$ cat src/rtl/i2c_target_ctrl.sv
// ----------------------------------------------------------------------------
// i2c_target_ctrl
// Control FSM of an I2C target. It consumes synchronised SCL edge pulses,
// the SDA level, sticky START/STOP flags and the received shift byte. It
// produces the shift enable, the read bit index, the register pointer, a
// write strobe and the SDA drive requests (ACK / data).
//
// Parameters
//   BASE_ADDR  7-bit address base; effective address = BASE_ADDR + i_addr_sel
//   REGCOUNT   number of registers (2..32); register 0 is read-only
//
// Ports
//   clock          in   system clock
//   reset          in   asynchronous, active-high reset
//   i_scl_posedge  in   1-cycle pulse on SCL rising edge
//   i_scl_negedge  in   1-cycle pulse on SCL falling edge
//   i_sda          in   synchronised SDA level
//   i_start_flag   in   sticky START seen, held until o_clear_start
//   i_stop_flag    in   sticky STOP seen, held until o_clear_stop
//   i_rx_byte      in   shift register contents, MSB first
//   i_addr_sel     in   address offset select
//   o_clear_start  out  1-cycle pulse clearing the START flag
//   o_clear_stop   out  1-cycle pulse clearing the STOP flag
//   o_shift_en     out  shift register samples SDA on SCL rise while high
//   o_bit_idx      out  bit of the current read byte to drive (0 = MSB)
//   o_reg_ptr      out  current register pointer
//   o_we           out  1-cycle write strobe of i_rx_byte to o_reg_ptr
//   o_send_ack     out  pull SDA low for ACK
//   o_out_en       out  drive SDA from the addressed register bit
//   o_busy         out  FSM not idle
// ----------------------------------------------------------------------------
module i2c_target_ctrl #(
    parameter logic [6:0] BASE_ADDR = 7'h20,
    parameter int         REGCOUNT  = 8
) (
    input  logic       clock,
    input  logic       reset,
    input  logic       i_scl_posedge,
    input  logic       i_scl_negedge,
    input  logic       i_sda,
    input  logic       i_start_flag,
    input  logic       i_stop_flag,
    input  logic [7:0] i_rx_byte,
    input  logic [1:0] i_addr_sel,
    output logic       o_clear_start,
    output logic       o_clear_stop,
    output logic       o_shift_en,
    output logic [2:0] o_bit_idx,
    output logic [4:0] o_reg_ptr,
    output logic       o_we,
    output logic       o_send_ack,
    output logic       o_out_en,
    output logic       o_busy
);

    typedef enum logic [3:0] {
        S_IDLE,
        S_ADDR,
        S_ADDR_ACK,
        S_PTR,
        S_PTR_ACK,
        S_WRITE,
        S_WRITE_ACK,
        S_READ,
        S_RACK
    } state_t;

    localparam logic [5:0] REG_LIMIT = 6'(REGCOUNT);
    localparam logic [4:0] LAST_REG  = 5'(REGCOUNT - 1);

    state_t     r_state,       w_state_nxt;
    logic [3:0] r_cnt,         w_cnt_nxt;
    logic [4:0] r_reg_ptr,     w_reg_ptr_nxt;
    logic       r_rw,          w_rw_nxt;
    logic       r_mack,        w_mack_nxt;
    logic       r_clear_start, w_clear_start_nxt;
    logic       r_clear_stop,  w_clear_stop_nxt;
    logic       r_we,          w_we_nxt;

    logic [6:0] w_target;
    logic [4:0] w_ptr_inc;
    logic       w_rx_state;
    logic       w_byte_done;
    logic       w_start;
    logic       w_stop;

    assign w_target    = BASE_ADDR + {5'b0, i_addr_sel};
    assign w_ptr_inc   = (r_reg_ptr == LAST_REG) ? 5'd0 : r_reg_ptr + 5'd1;
    assign w_rx_state  = (r_state == S_ADDR) || (r_state == S_PTR) || (r_state == S_WRITE);
    assign w_byte_done = r_cnt[3] && i_scl_negedge;

    // A flag is still set during the cycle its clear pulse is out; masking it
    // there keeps one pulse per event and lets a START that arrived together
    // with a STOP be taken on the very next cycle.
    assign w_start = i_start_flag && !r_clear_start;
    assign w_stop  = i_stop_flag  && !r_clear_stop;

    always_comb begin
        // NOTE: every signal written here gets a default first so no path
        // leaves it unassigned, which would infer a latch.
        w_state_nxt       = r_state;
        w_cnt_nxt         = r_cnt;
        w_reg_ptr_nxt     = r_reg_ptr;
        w_rw_nxt          = r_rw;
        w_mack_nxt        = r_mack;
        w_clear_start_nxt = 1'b0;
        w_clear_stop_nxt  = 1'b0;
        w_we_nxt          = 1'b0;

        // Receive bit counter saturates at 8 until the byte is consumed.
        if (w_rx_state && i_scl_posedge && !r_cnt[3]) begin
            w_cnt_nxt = r_cnt + 4'd1;
        end

        if (w_stop) begin
            w_state_nxt      = S_IDLE;
            w_cnt_nxt        = 4'd0;
            w_clear_stop_nxt = 1'b1;
        end else if (w_start) begin
            // Covers both a fresh START from IDLE and a repeated START; a
            // partially received byte is simply dropped.
            w_state_nxt       = S_ADDR;
            w_cnt_nxt         = 4'd0;
            w_clear_start_nxt = 1'b1;
        end else begin
            case (r_state)
                S_ADDR: begin
                    if (w_byte_done) begin
                        if (i_rx_byte[7:1] == w_target) begin
                            w_state_nxt = S_ADDR_ACK;
                            w_rw_nxt    = i_rx_byte[0];
                        end else begin
                            w_state_nxt = S_IDLE;
                        end
                    end
                end
                S_ADDR_ACK: begin
                    if (i_scl_negedge) begin
                        w_cnt_nxt   = 4'd0;
                        w_state_nxt = r_rw ? S_READ : S_PTR;
                    end
                end
                S_PTR: begin
                    if (w_byte_done) begin
                        w_state_nxt   = S_PTR_ACK;
                        w_reg_ptr_nxt = ({1'b0, i_rx_byte[4:0]} < REG_LIMIT) ? i_rx_byte[4:0] : 5'd0;
                    end
                end
                S_PTR_ACK: begin
                    if (i_scl_negedge) begin
                        w_state_nxt = S_WRITE;
                        w_cnt_nxt   = 4'd0;
                    end
                end
                S_WRITE: begin
                    if (w_byte_done) begin
                        w_state_nxt = S_WRITE_ACK;
                        // Register 0 is read-only: the byte is ACKed but not written.
                        w_we_nxt    = (r_reg_ptr != 5'd0);
                    end
                end
                S_WRITE_ACK: begin
                    if (i_scl_negedge) begin
                        w_state_nxt   = S_WRITE;
                        w_cnt_nxt     = 4'd0;
                        w_reg_ptr_nxt = w_ptr_inc;
                    end
                end
                S_READ: begin
                    if (i_scl_negedge) begin
                        w_cnt_nxt = r_cnt + 4'd1;
                        if (r_cnt == 4'd7) begin
                            w_state_nxt = S_RACK;
                        end
                    end
                end
                S_RACK: begin
                    if (i_scl_posedge) begin
                        w_mack_nxt = !i_sda;
                    end
                    if (i_scl_negedge) begin
                        w_reg_ptr_nxt = w_ptr_inc;
                        if (r_mack) begin
                            w_state_nxt = S_READ;
                            w_cnt_nxt   = 4'd0;
                        end else begin
                            w_state_nxt = S_IDLE;
                        end
                    end
                end
                default: begin
                end
            endcase
        end
    end

    always_ff @(posedge clock or posedge reset) begin
        if (reset) begin
            r_state       <= S_IDLE;
            r_cnt         <= 4'd0;
            r_reg_ptr     <= 5'd0;
            r_rw          <= 1'b0;
            r_mack        <= 1'b0;
            r_clear_start <= 1'b0;
            r_clear_stop  <= 1'b0;
            r_we          <= 1'b0;
        end else begin
            // NOTE: state registers use non-blocking assignments so every
            // register samples the pre-edge values of the others.
            r_state       <= w_state_nxt;
            r_cnt         <= w_cnt_nxt;
            r_reg_ptr     <= w_reg_ptr_nxt;
            r_rw          <= w_rw_nxt;
            r_mack        <= w_mack_nxt;
            r_clear_start <= w_clear_start_nxt;
            r_clear_stop  <= w_clear_stop_nxt;
            r_we          <= w_we_nxt;
        end
    end

    // SDA drive requests decode straight from state so a reset releases the
    // bus immediately; ACK states and READ are disjoint.
    assign o_shift_en    = w_rx_state && !r_cnt[3];
    assign o_bit_idx     = r_cnt[2:0];
    assign o_reg_ptr     = r_reg_ptr;
    assign o_we          = r_we;
    assign o_clear_start = r_clear_start;
    assign o_clear_stop  = r_clear_stop;
    assign o_send_ack    = (r_state == S_ADDR_ACK) || (r_state == S_PTR_ACK) || (r_state == S_WRITE_ACK);
    assign o_out_en      = (r_state == S_READ);
    assign o_busy        = (r_state != S_IDLE);

endmodule

$ cat config.mk
export PLATFORM = sky130hd
export DESIGN_NAME = i2c_target_ctrl
export DESIGN_NICKNAME = d
export VERILOG_FILES = /design/src/rtl/i2c_target_ctrl.sv
export SDC_FILE = /design/constraint.sdc
export NUM_CORES = 1
export LEC_CHECK = 0
export BUFFER_PORTS_ARGS = -buffer_cell sky130_fd_sc_hd__buf_2
export CAP_MARGIN = 25
export CORE_MARGIN = 4
export CORE_UTILIZATION = 54
export CTS_BUF_LIST = sky130_fd_sc_hd__clkbuf_8
export DETAILED_ROUTE_END_ITERATION = 6
export PLACE_DENSITY = 0.81
export SLEW_MARGIN = 30
export SYNTH_ARGS = -nofsm -noshare
export SYNTH_HDL_FRONTEND = slang
export SYNTH_SLANG_ARGS = --single-unit
$ cat constraint.sdc
create_clock -name clock -period 2.06 [get_ports clock]
set_input_delay 0.309 -clock clock [delete_from_list [all_inputs] [get_ports clock]]
set_output_delay 0.309 -clock clock [all_outputs]
set_load 0.1 [all_outputs]
==> metrics <==
status finished clean; critical path's slowest cell dfrtp_1; chip width 55.80 um; Final Instance Count excl. Fillers 204; CP Data Arrival Time 1.64 ns; CTS buffer count 3; final clock skew 0.001594 ns; CTS tree yes; worst r2r path cells 5; Crit Path Max Fanout 11; fin crit share 94.58%; Ant. Diodes 0; CP Cell Sequence nand2_1, and3_1, buf_2; Cell Rows 17; die height 55.80 um; final hold vios 0; first-pass detailed-route iteration total 4; Leak 0.6805 nW; clk_lat worst skew 0.26 ns; Hold Crit Class in2async; Synth cell types 40; RSZ-0062 raised after global routing no; Max Slew Vio Count 0; DR WL/cell 14.19 um; total global-route track usage 19.87%; ys flop type dfrtp_1; CTS clk-pin slew, worst paths 0.07 ns; total power 0.9009 mW; capturing point of the worst reg2reg path r_state[0]; Final Routed Wirelength 2895 um; gp weighted congestion 0.9444; Critical Path Sink Type primary output; CP max stage delay 0.50 ns; Setup crit end o_shift_en; Placed Area 1414 um2; crit path launch r_state[2]; Post-Syn Nets 166; pre-CTS setup slack 0.1655 ns; Hold Buf Count CTS 0; Crit Path Class reg2out; # IOs 32; via count 1,161; core area 2191 um2; Worst Hold Slack 0.1468 ns; Setup TNS 0 ns; Power Dens Cells 612.3 nW/um2; synthesized cell area 1234 um2; die area 3113 um2; H-tree depth 1; Final HPWL DP 2226 um; nets@finish 197; share of cells above drive strength 1 27.27%; Slew headroom 53.42%; CP Launch Type register; setup violators final 0; number of global-route vias before repair 1,187; Initial DRC Count 31; pin count of the biggest net entering global routing 19; Detail Route Antenna Nets 0; R2R Setup Slk 0.15 ns; Max rail drop VDD 0.5130 mV; deepest clock path buffer count 2; synthesis-to-finish area growth 19.27%; DRC 0; Clock Sink Count 18; WP depth 3; CP delay by family, top flip-flops; quantity of I/O buffers inserted on ports 31; DR vias/cell 5.691; initial antenna violation count 0; FF-to-FF Start r_state[1]; Avg Cell Area, Syn 8.450 um2; Worst Path Required 1.75 ns; fin area 1471 um2; max-cap violation count 0; worst slew pin tran 0.6979 ns; final setup margin 0.1116 ns; EDFF count, synth 0; post-synthesis instance total 146; Seq/Total Area, Yosys 36.51%; global-route wire length before repair 5023 um; CTS root buf clkbuf_8; post-layout min period 1.948 ns; Async S/R FF share, synth 100.0%; Placed Instances 200; grt ovf 0; Final Util 67.16%; Buf/Inv on CP 1; maximum clock frequency 513.3 MHz; Starting Density 56.31%; Synth Warn # 0; #FFs+latches synth 18
==> cell usage after synthesis, drive strengths merged, types with 3 or more instances <==
cell,number,share of area (%)
nor3,4,1.6
nor2,12,3.7
mux2,4,3.7
nand3,12,4.9
nand2,12,3.7
dfrtp,18,37
nor2b,6,3.0
buf,7,3.7
a21oi,8,3.2
ha,3,3.0
nand2b,6,3.0
inv,7,2.1
o21ai,15,6.1
==> flip-flops by register name, indices dropped and copies added, names as in the netlist <==
name           count
r_mack             1
r_cnt              4
r_state            4
o_we               1
r_rw               1
o_reg_ptr          5
o_clear_start      1
o_clear_stop       1
==> power by group <==
| group | switching, mW | leakage (nW) | internal [mW] |
|---|---|---|---|
| sequential | 0.0180 | 0.245 | 0.364 |
| combinational | 0.172 | 0.407 | 0.0542 |
| clock | 0.123 | 0.0288 | 0.170 |
==> kinds of logic (layout without fill, tap and decap cells) <==
family	count (synthesis)	count (layout)	share of synthesized area, %
AO/OA/AOI/OAI	37	37	18.97
XOR/XNOR	2	2	1.420
adder cells (fa/ha/maj)	3	3	3.043
buffers and inverters	16	46	6.390
flip-flops	18	18	36.51
multiplexers	6	6	5.274
AND/OR/NAND/NOR	64	64	28.40
==> worst min path at each step <==
stage / from / endpoint / slack, ns / cells after the start
2_1_floorplan: reset / o_clear_start / 0.25 / 1
3_3_place_gp: reset / o_reg_ptr[0] / 0.45 / 2
3_5_place_dp: reset / o_clear_stop / 0.45 / 2
4_1_cts: reset / o_reg_ptr[0] / 0.17 / 2
5_1_grt: reset / o_clear_stop / 0.22 / 2
6_report: reset / o_clear_stop / 0.15 / 2
==> worst register-to-register path: stages (launching register included) <==
cell and delay (ns):
dfrtp_1 0.53, nand2_1 0.26, a31o_2 0.30, o22ai_1 0.48
a211oi_1 0.17, nor2_1 0.10
==> final cells by class <==
cell class	count	area [um2]
inverter	7	26.28
fill	190	719.4
multi-input combinational	112	716.9
sequential	18	450.4
clock buffer	4	55.05
timing repair buffer	35	187.7
tap	28	35.03
==> cell usage in the layout, fill, tap and decap left out, types with 3 or more instances in the layout <==
master / count
a21oi_1: 8
o21ai_0: 11
o21ai_1: 4
clkbuf_8: 4
buf_4: 4
buf_2: 30
nand2_1: 12
nand3_1: 12
nor2b_1: 6
inv_1: 7
nor3_1: 3
dfrtp_1: 18
nor2_1: 11
nand2b_1: 6
ha_1: 3
==> repair_timing <==
action	in CTS	in global routing
buffers inserted	0	0
resized for setup	0	1
setup endpoints to repair	0	1
==> layer usage <==
metal	GRT usage [%]	wire, um	vias up
li1	-	-	578
met1	24.31	1230	543
met2	33.28	1448	35
met3	3.712	169	5
met4	9.722	46	0
met5	0	0	-
(Power assumes the default switching activity.)
